File: config.mk
export PLATFORM = sky130hd
export DESIGN_NAME = alu_exec_stage_flat
export DESIGN_NICKNAME = d
export VERILOG_FILES = /design/src/rtl/alu_exec_stage_if.sv /design/src/rtl/alu_exec_stage.sv /design/src/flat_wrapper.sv
export SDC_FILE = /design/constraint.sdc
export NUM_CORES = 1
export LEC_CHECK = 0
export CORE_MARGIN = 5
export CORE_UTILIZATION = 47
export CTS_CLUSTER_SIZE = 8
export DETAILED_ROUTE_END_ITERATION = 6
export PLACE_DENSITY = 0.77
export SLEW_MARGIN = 20
export SYNTH_ARGS = -nofsm -noshare
export SYNTH_HDL_FRONTEND = slang
export SYNTH_SLANG_ARGS = --single-unit
File: constraint.sdc
create_clock -name i_clk -period 1.3 [get_ports i_clk]
set_input_delay 0.13 -clock i_clk [delete_from_list [all_inputs] [get_ports i_clk]]
set_output_delay 0.13 -clock i_clk [all_outputs]
set_load 0.005 [all_outputs]
File: src/rtl/alu_exec_stage_if.sv
// alu_exec_stage_if: control/register-file handshake bundle for alu_exec_stage
interface alu_exec_stage_if #(parameter int W = 8, parameter int D = 2);
  logic         i_start;
  logic [2:0]   i_op;
  logic [W-1:0] i_operand_a;
  logic [W-1:0] i_operand_b;
  logic [D-1:0] i_dest_addr;
  logic         o_busy;
  logic         o_done;
  logic         o_carry;
  logic         o_zero;
  logic         o_write_en;
  logic [D-1:0] o_waddr;
  logic [W-1:0] o_data_in;
  modport master (
    output i_start, i_op, i_operand_a, i_operand_b, i_dest_addr,
    input  o_busy, o_done, o_carry, o_zero, o_write_en, o_waddr, o_data_in
  );
  modport slave (
    input  i_start, i_op, i_operand_a, i_operand_b, i_dest_addr,
    output o_busy, o_done, o_carry, o_zero, o_write_en, o_waddr, o_data_in
  );
endinterface

File: src/rtl/alu_exec_stage.sv
// alu_exec_stage: execute stage, single-cycle ALU ops plus iterative shift-add MUL when ALU_EXEC_MUL_EN is defined
// (otherwise op 111 is a NOP that pulses Done without writing).
module alu_exec_stage #(
  parameter int W = 8,
  parameter int D = 2
) (
  input logic             i_clk,
  input logic             i_rst_n,
  alu_exec_stage_if.slave bus
);
  typedef enum logic [1:0] {S_IDLE, S_MUL, S_WB} state_t;
  localparam int CW = $clog2(W);
  state_t       r_state;
  logic [W-1:0] r_data;
  logic [D-1:0] r_waddr;
  logic         r_carry;
  logic         r_zero;
  logic         r_wr_en;
  logic [W:0]   w_sum;
  logic [W:0]   w_diff;
  logic [W-1:0] w_res;
  logic         w_cy;
  logic [W-1:0] w_a;
  logic [W-1:0] w_b;
  logic [2:0]   w_op;
  assign w_a  = bus.i_operand_a;
  assign w_b  = bus.i_operand_b;
  assign w_op = bus.i_op;
  always_comb begin
    w_sum  = {1'b0, w_a} + {1'b0, w_b};
    w_diff = {1'b0, w_a} - {1'b0, w_b};
    w_res  = w_op == 3'd0 ? w_sum[W-1:0] :
             w_op == 3'd1 ? w_diff[W-1:0] :
             w_op == 3'd2 ? (w_a & w_b) :
             w_op == 3'd3 ? (w_a | w_b) :
             w_op == 3'd4 ? (w_a ^ w_b) :
             w_op == 3'd5 ? {w_a[W-2:0], 1'b0} :
             w_op == 3'd6 ? {1'b0, w_a[W-1:1]} : '0;
    w_cy   = w_op == 3'd0 ? w_sum[W] :
             w_op == 3'd1 ? w_diff[W] :
             w_op == 3'd5 ? w_a[W-1] :
             w_op == 3'd6 ? w_a[0] : 1'b0;
  end
`ifdef ALU_EXEC_MUL_EN
  localparam logic [CW-1:0] LAST = CW'(W - 1);
  logic [2*W-1:0] r_acc;
  logic [2*W-1:0] r_mcand;
  logic [W-1:0]   r_mplier;
  logic [CW-1:0]  r_cnt;
  logic [2*W-1:0] w_acc_nxt;
  // multiplicand shifts left and multiplier shifts right so bit 0 always selects the next partial product
  assign w_acc_nxt = r_acc + (r_mplier[0] ? r_mcand : '0);
`endif
  always_ff @(posedge i_clk or negedge i_rst_n) begin
    if (!i_rst_n) begin
      r_state  <= S_IDLE;
      r_data   <= '0;
      r_waddr  <= '0;
      r_carry  <= 1'b0;
      r_zero   <= 1'b0;
      r_wr_en  <= 1'b0;
`ifdef ALU_EXEC_MUL_EN
      r_acc    <= '0;
      r_mcand  <= '0;
      r_mplier <= '0;
      r_cnt    <= '0;
`endif
    end else begin
      case (r_state)
        S_IDLE: if (bus.i_start) begin
          if (w_op == 3'b111) begin
`ifdef ALU_EXEC_MUL_EN
            r_state  <= S_MUL;
            r_wr_en  <= 1'b1;
            r_waddr  <= bus.i_dest_addr;
            r_acc    <= '0;
            r_cnt    <= '0;
            r_mcand  <= {{W{1'b0}}, w_a};
            r_mplier <= w_b;
`else
            r_state  <= S_WB;
            r_wr_en  <= 1'b0;
`endif
          end else begin
            r_state <= S_WB;
            r_wr_en <= 1'b1;
            r_waddr <= bus.i_dest_addr;
            r_data  <= w_res;
            r_carry <= w_cy;
            r_zero  <= w_res == '0;
          end
        end
`ifdef ALU_EXEC_MUL_EN
        S_MUL: begin
          r_acc    <= w_acc_nxt;
          r_mcand  <= r_mcand << 1;
          r_mplier <= r_mplier >> 1;
          r_cnt    <= r_cnt + 1'b1;
          if (r_cnt == LAST) begin
            r_state <= S_WB;
            r_data  <= w_acc_nxt[W-1:0];
            r_carry <= |w_acc_nxt[2*W-1:W];
            r_zero  <= w_acc_nxt[W-1:0] == '0;
          end
        end
`endif
        default: r_state <= S_IDLE;
      endcase
    end
  end
  assign bus.o_busy     = r_state != S_IDLE;
  assign bus.o_done     = r_state == S_WB;
  assign bus.o_write_en = (r_state == S_WB) && r_wr_en;
  assign bus.o_waddr    = r_waddr;
  assign bus.o_data_in  = r_data;
  assign bus.o_carry    = r_carry;
  assign bus.o_zero     = r_zero;
endmodule

File: src/flat_wrapper.sv
// flat-port wrapper written by rule: the top's interface ports become plain ports
module alu_exec_stage_flat 
#(
  parameter int W = 8,
  parameter int D = 2
)
  (i_clk, i_rst_n, bus_i_start, bus_i_op, bus_i_operand_a, bus_i_operand_b, bus_i_dest_addr, bus_o_busy, bus_o_done, bus_o_carry, bus_o_zero, bus_o_write_en, bus_o_waddr, bus_o_data_in);
  alu_exec_stage_if #(.W(W), .D(D)) bus_i ();
  input logic i_clk;
  input logic i_rst_n;
  input wire logic [$bits(bus_i.i_start)-1:0] bus_i_start;
  input wire logic [$bits(bus_i.i_op)-1:0] bus_i_op;
  input wire logic [$bits(bus_i.i_operand_a)-1:0] bus_i_operand_a;
  input wire logic [$bits(bus_i.i_operand_b)-1:0] bus_i_operand_b;
  input wire logic [$bits(bus_i.i_dest_addr)-1:0] bus_i_dest_addr;
  output wire logic [$bits(bus_i.o_busy)-1:0] bus_o_busy;
  output wire logic [$bits(bus_i.o_done)-1:0] bus_o_done;
  output wire logic [$bits(bus_i.o_carry)-1:0] bus_o_carry;
  output wire logic [$bits(bus_i.o_zero)-1:0] bus_o_zero;
  output wire logic [$bits(bus_i.o_write_en)-1:0] bus_o_write_en;
  output wire logic [$bits(bus_i.o_waddr)-1:0] bus_o_waddr;
  output wire logic [$bits(bus_i.o_data_in)-1:0] bus_o_data_in;
  assign bus_i.i_start = bus_i_start;
  assign bus_i.i_op = bus_i_op;
  assign bus_i.i_operand_a = bus_i_operand_a;
  assign bus_i.i_operand_b = bus_i_operand_b;
  assign bus_i.i_dest_addr = bus_i_dest_addr;
  assign bus_o_busy = bus_i.o_busy;
  assign bus_o_done = bus_i.o_done;
  assign bus_o_carry = bus_i.o_carry;
  assign bus_o_zero = bus_i.o_zero;
  assign bus_o_write_en = bus_i.o_write_en;
  assign bus_o_waddr = bus_i.o_waddr;
  assign bus_o_data_in = bus_i.o_data_in;
  alu_exec_stage #(.W(W), .D(D)) u_core (.i_clk(i_clk), .i_rst_n(i_rst_n), .bus(bus_i));
endmodule
==> reports/results.txt, run 1 <==
Worst Path Class, Setup: in2reg
Final setup viols: 10
area of the die: 5340 um2
Final Max Slew Viols: 0
CTS HTree Levels: 1
Post-Route WL: 8520 um
TritonRoute pass-1 iters: 5
critical path peak fanout: 3
Startpoint Class: primary input
outcome: finished with violations
Vias per Instance: 6.38
initial antenna violation count: 0
total global-route track usage: 0.244
per-cell routed wire length: 22.0 um
power density over the cells: 723 nW/um2
CTS Hold Buffers Added: 0
final worst-path cycle share: 1.61
worst setup margin: -0.788 ns
core area: 3910 um2
Syn Area/Cell: 8.09 um2
layout cells sized above 1: 0.524
register area share after synthesis: 0.188
Initial Utilization: 0.477
vias in the first global route: 2,264
Post-Syn Area: 1870 um2
Slew headroom: 0.737
final hold violations: 0
global-route wire length before repair: 10,400 um
grt ovf: 0
Die W: 73.0 um
Fin Hold WS: 0.192 ns
Warnings, synthesis: 0
Worst-Skew Late Latency: 0.25 ns
root buf cell: clkbuf_8
ranking of synthesized cells by area: dfrtp_1, ha_1, inv_1
critical path, cell by cell: buf_8, buf_12, inv_12, ha_4, fa_2, a21oi_2, mux4_2, nand2b_4, nor4b_4, a32o_2
fmax: 479 MHz
CTS tree: done
drt drc: 0
worst path required time: 1.48 ns
syn nets: 281
crit path capture type: flop
max incr delay on CP: 0.55 ns
LEAKAGE: 1.60 nW
Non-Filler Instances: 388
pin count of the biggest net entering global routing: 29
Synth Register Bits: 14
Slowest-stage cell, CP: fa_2
Cell variety after synth: 48
total CTS buffers: 3
Final nets: 390
critical path arrival: 2.27 ns
RSZ-0062 raised after global routing: yes
clk buf depth: 2
most frequent cells after synthesis: inv_1, ha_1, nor2_1
ANT nets after route: 0
main flop type after synthesis: dfrtp_1
DR iter-0 viols: 282
Die H: 73.0 um
# clock sinks: 14
pre-CTS setup slack: -1.33 ns
most common cell in the netlist: inv_1
Util after Layout: 0.866
VDD IR-drop max: 0.290 mV
placed cells: 375
Synth top area share: 0.188
Post-synth EDFFs: 0
port buffer count: 38
max cap viols: 0
post-layout minimum cycle time: 2.09 ns
# rows: 23
Clock Pin Slew Worst Setup and Hold Paths: 0.07 ns
failing checks: setup timing
slew at the pin closest to its max-slew limit: 0.395 ns
fill count: 183
number of diodes: 0
vias: 2,474
post-synth top area cell: dfrtp_1
hpwl dp: 4560 um
Ports: 39
depth of the most critical reg-to-reg path: 7
Setup Skew: 0.00935 ns
GP Congestion: 0.941
HP Class: in2async
asr flop ratio synth: 1.00
Area growth, synth to finish: 81.4%
Mapped Cells: 231
==> placed cells by master, fill, tap and decap left out, types with 4 or more instances in the layout <==
cell / netlist / layout
dlymetal6s2s_1: 0 / 4
nor2_1: 20 / 20
mux2_4: 1 / 4
o21ai_0: 18 / 8
clkdlybuf4s50_1: 0 / 16
o21ai_2: 0 / 7
a21o_1: 6 / 6
mux2i_1: 9 / 9
ha_2: 0 / 7
nand2b_1: 7 / 7
mux2_2: 7 / 4
a21oi_1: 15 / 8
nand2_1: 13 / 12
ha_1: 24 / 8
buf_6: 1 / 11
buf_4: 3 / 62
inv_1: 26 / 10
buf_12: 0 / 4
a21oi_2: 0 / 5
dfrtp_1: 14 / 14
o21ai_1: 3 / 6
clkbuf_2: 0 / 4
ha_4: 0 / 9
inv_2: 0 / 14
==> flip-flops by register name, summed over array words and instances (netlist names) <==
| signal | count |
|---|---|
| u_core.bus.o_zero | 1 |
| u_core.r_wr_en | 1 |
| u_core.bus.o_carry | 1 |
| u_core.r_state | 1 |
| u_core.bus.o_waddr | 2 |
| u_core.bus.o_data_in | 8 |
==> per-stage QoR <==
step / area, um2 / setup TNS, ns / power, mW
6_report: 3390 / -4.50 / 2.45
2_1_floorplan: 1970 / -2.83 / 1.11
4_1_cts: 3170 / -4.49 / 2.18
3_3_place_gp: 2870 / -11.35 / 1.64
3_5_place_dp: 2870 / -11.85 / 1.69
5_1_grt: 3390 / -5.03 / 2.54
==> cell families (layout without fill, tap and decap cells) <==
| group | count (synthesis) | after routing | synth area share |
|---|---|---|---|
| XOR/XNOR | 5 | 5 | 0.0234 |
| multiplexers | 18 | 18 | 0.111 |
| buffers and inverters | 37 | 144 | 0.0877 |
| AO/OA/AOI/OAI | 68 | 68 | 0.235 |
| adder cells (fa/ha/maj) | 26 | 26 | 0.182 |
| AND/OR/NAND/NOR | 63 | 63 | 0.173 |
| flip-flops | 14 | 14 | 0.188 |
==> power breakdown <==
part / switching, mW / internal, mW / leakage (nW) / total (mW)
Combinational: 0.708 / 0.803 / 1.41 / 1.51
Sequential: 0.0520 / 0.515 / 0.171 / 0.567
Clock: 0.167 / 0.205 / 0.0216 / 0.372
==> per-layer routing <==
layer  vias up  GRT usage  wire length [um]
li1       1027          -                 -
met1      1137      0.297              3030
met2       237      0.435              3920
met3        73     0.0179               975
met4         0      0.111               596
met5         -          0                 0
==> final timing paths <==
check | start | endpoint | slack [ns]
max in group asynchronous | i_rst_n | u_core.r_wr_en | 0.93
max | bus_i_operand_a[0] | u_core.bus.o_zero | -0.79
min | i_rst_n | u_core.r_state[1] | 0.19
min in group i_clk | bus_i_start | u_core.r_state[1] | 0.46
max reg2reg | u_core.r_state[1] | u_core.bus.o_zero | -0.18
min reg2reg | u_core.bus.o_carry | u_core.bus.o_carry | 0.49
==> worst max-delay path: cells and delay by family <==
kind | cells | cell delay [ns]
fa+ha+maj | 2 | 0.70
compound gates | 2 | 0.28
simple gates | 2 | 0.44
mux | 1 | 0.48
buf+inv | 3 | 0.23
==> cell type report <==
cell class	instances	area, um2	area share
Multi-Input combinational cell	180	1770	0.523
Timing Repair Buffer	115	1050	0.310
Sequential cell	14	350	0.103
Inverter	26	113	0.0332
Tap cell	50	62.6	0.0185
Clock buffer	3	41.3	0.0122
==> what timing repair did <==
item                       4_1_cts  5_1_grt
pin swaps                       31       26
setup buffers                    8        3
resized for setup              103       59
setup endpoints to repair       16       12
cloned                           0        1
Power figures use the tool's default switching activity.
==> run 2: changes to the inputs <==
==> constraint.sdc (replaced) <==
create_clock -name i_clk -period 1.3 [get_ports i_clk]
set_input_delay 0.26 -clock i_clk [delete_from_list [all_inputs] [get_ports i_clk]]
set_output_delay 0.26 -clock i_clk [all_outputs]
set_load 0.005 [all_outputs]
==> reports/results.txt, run 2 (same netlist as run 1, synthesis figures left out) <==
critical path, cell by cell: dlygate4sd2_1, buf_4, ha_1, nor3_1, o21ai_1, and3_1, o31ai_2, nor2_1, a32o_2
total global-route track usage: 0.278
Setup Skew: 0.00216 ns
clk buf depth: 2
Slew headroom: 0.686
CTS HTree Levels: 1
most common cell after layout, fill and taps aside: buf_4
grt ovf: 0
area of the die: 5340 um2
ANT nets after route: 0
Startpoint Class: primary input
initial antenna violation count: 0
LEAKAGE: 1.69 nW
final worst-path cycle share: 1.72
critical path arrival: 2.37 ns
port buffer count: 38
worst setup margin: -0.937 ns
Post-Route WL: 8890 um
vias in the first global route: 2,506
drt drc: 0
Fin Hold WS: 0.319 ns
Final setup viols: 12
hpwl dp: 4700 um
critical path peak fanout: 4
R2R setup slack: -0.23 ns
Worst Path Class, Setup: in2reg
Clock Pin Slew Worst Setup and Hold Paths: 0.06 ns
Util after Layout: 0.895
failing checks: setup timing
global-route wire length before repair: 11,600 um
TritonRoute pass-1 iters: 7
Die H: 73.0 um
Slowest-stage cell, CP: o31ai_2
outcome: finished with violations
final hold violations: 0
depth of the most critical reg-to-reg path: 8
fmax: 447 MHz
# rows: 23
crit path capture type: flop
worst path required time: 1.44 ns
max cap viols: 0
DR iter-0 viols: 247
layout cells sized above 1: 0.545
Final nets: 405
fill count: 154
pre-CTS setup slack: -1.50 ns
root buf cell: clkbuf_8
Fin Setup TNS: -6.48 ns
total CTS buffers: 3
core area: 3910 um2
CTS tree: done
Initial Utilization: 0.477
Worst-Skew Late Latency: 0.25 ns
max incr delay on CP: 0.32 ns
RSZ-0062 raised after global routing: yes
vias: 2,533
slew at the pin closest to its max-slew limit: 0.468 ns
Area growth, synth to finish: 87.4%
Vias per Instance: 6.27
VDD IR-drop max: 0.888 mV
Die W: 73.0 um
# clock sinks: 14
pin count of the biggest net entering global routing: 15
HP Class: in2async
per-cell routed wire length: 22.0 um
power density over the cells: 720 nW/um2
number of diodes: 0
post-layout minimum cycle time: 2.24 ns
most frequent cells in the layout: buf_4, buf_6, nor2_1, dlygate4sd2_1, dfrtp_1
max reg flops: 8
Ports: 39
Final Max Slew Viols: 0
GP Congestion: 0.955
## run 2: area by class of cell
type | instances | area (um2) | area share
Multi-Input combinational cell | 180 | 1770 | 0.506
Tap cell | 50 | 62.6 | 0.0179
Sequential cell | 14 | 350 | 0.100
Timing Repair Buffer | 130 | 1150 | 0.327
Clock buffer | 4 | 55.1 | 0.0157
Inverter | 26 | 115 | 0.0329
## run 2: through the flow
step                      cell area [um2]  std cells  power, mW
after floorplan                      1980        231       1.11
after global placement               2890        380       1.66
after detailed placement             2890        380       1.70
after CTS                            3290        399       2.26
after global routing                 3500        404       2.62
final                                3500        404       2.52
## run 2: what timing repair did
item | CTS | global route
buffers inserted | 13 | 10
gates cloned | 2 | 0
pin swaps | 30 | 38
hold buffers | 0 | 0
setup endpoints to repair | 28 | 16
resized for setup | 120 | 67
## run 2: layer usage
metal	part of all wire	GRT usage	vias up
met5	0	0	-
met4	0.062	0.119	0
met3	0.083	0.0482	64
met2	0.51	0.505	197
met1	0.35	0.313	1219
li1	-	-	1053
## run 2: worst paths after layout
kind                               startpoint                       to
max in group asynchronous             i_rst_n        u_core.bus.o_zero
min in group i_clk         u_core.bus.o_carry       u_core.bus.o_carry
hold / removal                        i_rst_n  u_core.bus.o_data_in[7]
setup reg to reg            u_core.r_state[1]        u_core.bus.o_zero
hold reg to reg            u_core.bus.o_carry       u_core.bus.o_carry
setup / recovery           bus_i_operand_a[4]        u_core.bus.o_zero
## run 2: critical path: cells and delay by family
family                     cells  cell delay (ns)
adders and majority gates      1             0.27
AOI/OAI and AO/OA              3             0.81
and+or+nand+nor                3             0.62
buffers and inverters          2             0.41
## run 2: power breakdown
group | switching, mW | internal [mW] | leakage, nW
registers | 0.0459 | 0.514 | 0.171
logic | 0.726 | 0.796 | 1.49
clock network | 0.170 | 0.269 | 0.0288
==> run 3: changes to the inputs <==
Settings changed: CELL_PAD_IN_SITES_DETAIL_PLACEMENT from default to 1, CELL_PAD_IN_SITES_GLOBAL_PLACEMENT from default to 1, CORE_UTILIZATION 47 to 34, PLACE_DENSITY 0.77 to default, PLACE_DENSITY_LB_ADDON from default to 0.1.
==> reports/results.txt, run 3 (same netlist as run 1, synthesis figures left out) <==
Reg area: 350 um2
CTS HTree Levels: 1
Startpoint Class: primary input
final worst-path cycle share: 1.67
TritonRoute pass-1 iters: 4
Non-Filler Instances: 432
initial antenna violation count: 0
Worst-Skew Late Latency: 0.25 ns
Clock Pin Slew Worst Setup and Hold Paths: 0.07 ns
power density over the cells: 719 nW/um2
met3 routed WL: 390 um
worst path required time: 1.50 ns
critical path arrival: 2.37 ns
R2R setup slack: -0.27 ns
GP Congestion: 0.874
vias: 2,375
clk buf depth: 2
Die H: 84.1 um
final instance area: 3700 um2
fill count: 588
total CTS buffers: 3
VDD IR-drop max: 0.542 mV
global-route wire length before repair: 11,900 um
fmax: 461 MHz
grt ovf: 0
most frequent cells in the layout: buf_4, buf_6, nor2_1, ha_4
failing checks: setup timing
LEAKAGE: 1.72 nW
worst setup margin: -0.869 ns
Final setup viols: 14
layout cells sized above 1: 0.606
Multi-input gate area: 1900 um2
WL met1: 3940 um
# clock sinks: 14
ANT nets after route: 0
Die W: 84.1 um
DR iter-0 viols: 123
# rows: 27
slew at the pin closest to its max-slew limit: 0.337 ns
per-cell routed wire length: 23.2 um
number of diodes: 0
Worst Path Class, Setup: in2reg
Vias per Instance: 5.50
crit path capture type: flop
Post-Route WL: 10,000 um
Setup Skew: 0.00620 ns
HP Class: in2async
pin count of the biggest net entering global routing: 17
Util after Layout: 0.680
Area growth, synth to finish: 98.1%
most common cell after layout, fill and taps aside: buf_4
CTS Hold Buffers Added: 0
reg-to-reg startpoint: u_core.r_state[1]
total global-route track usage: 0.205
final hold violations: 0
drt drc: 0
Final Max Slew Viols: 0
max cap viols: 0
Top Layer Used: met4
outcome: finished with violations
vias in the first global route: 2,344
Slew headroom: 0.775
CTS tree: done
met2 WL: 5350 um
post-layout minimum cycle time: 2.17 ns
Initial Utilization: 0.343
area of the die: 7080 um2
Ports: 39
critical path peak fanout: 3
port buffer count: 38
placed cells: 403
max reg flops: 8
depth of the most critical reg-to-reg path: 8
Final nets: 411
core area: 5440 um2
hpwl dp: 5080 um
dpl cell area: 2920 um2
Worst R2R End: u_core.bus.o_zero
RSZ-0062 raised after global routing: yes
root buf cell: clkbuf_8
==> run 3: cell types whose count changed in the layout (fill, tap and decap cells not counted), moves of 3 or more <==
cell             delta
a21oi_2             -3
buf_2               +3
buf_4               +7
clkdlybuf4s15_1     +3
dlygate4sd2_1       -6
ha_1                -5
ha_4                +3
inv_1               -4
o21ai_1             -7
o21ai_2             +4
==> run 3: worst max path at each step <==
| stage | end | slack (ns) | startpoint |
|---|---|---|---|
| 6_report | u_core.bus.o_zero | -0.87 | bus_i_operand_a[0] |
| 4_1_cts | u_core.bus.o_zero | -0.97 | bus_i_operand_a[0] |
| 3_3_place_gp | u_core.bus.o_zero | -1.45 | bus_i_operand_a[0] |
| 2_1_floorplan | u_core.bus.o_zero | -0.74 | bus_i_operand_a[0] |
| 3_5_place_dp | u_core.bus.o_zero | -1.51 | bus_i_operand_b[0] |
| 5_1_grt | u_core.bus.o_zero | -0.92 | bus_i_operand_a[0] |
==> run 3: metal layers <==
| metal | global-route usage | vias to the layer above |
|---|---|---|
| met5 | 0 | - |
| met4 | 0.0570 | 0 |
| met3 | 0.0168 | 29 |
| met2 | 0.370 | 70 |
| met1 | 0.258 | 1207 |
| li1 | - | 1069 |
==> run 3: final cells by class <==
type                    count  area share
clock buffers               4      0.0149
inverters                  26      0.0331
multi-input cells         180       0.514
flip-flops and latches     14      0.0947
well taps                  72      0.0243
repair buffers            136       0.319
==> run 3: what timing repair did <==
item | 4_1_cts | 5_1_grt
setup endpoints to repair | 28 | 15
hold endpoints to repair | 0 | 0
gates resized for setup | 165 | 77
buffers inserted | 18 | 11
pin swaps | 38 | 38
==> run 3: through the flow <==
step | hold slack, ns | worst slack (ns) | total power, mW | setup TNS, ns
after floorplan | -0.0356 | -0.744 | 1.11 | -3.93
after global placement | 0.453 | -1.45 | 1.68 | -13.24
after detailed placement | 0.456 | -1.51 | 1.70 | -13.71
after CTS | 0.355 | -0.970 | 2.30 | -5.60
after global routing | 0.364 | -0.920 | 2.79 | -6.44
final | 0.332 | -0.869 | 2.66 | -5.70
==> run 3: where the power goes <==
group          total (mW)  switching, mW  leakage (nW)  internal [mW]
registers           0.558         0.0439         0.171          0.514
logic                1.66          0.796          1.52          0.865
clock network       0.444          0.175        0.0288          0.269
total                2.66           1.01          1.72           1.65
==> run 3: critical path: stages <==
cell and delay, ns:
buf_8 0.09, buf_12 0.11, inv_12 0.03, ha_4 0.15
fa_2 0.53, a21oi_2 0.06, mux4_2 0.49, nand2b_4 0.17
nor4b_4 0.27, a32o_2 0.20
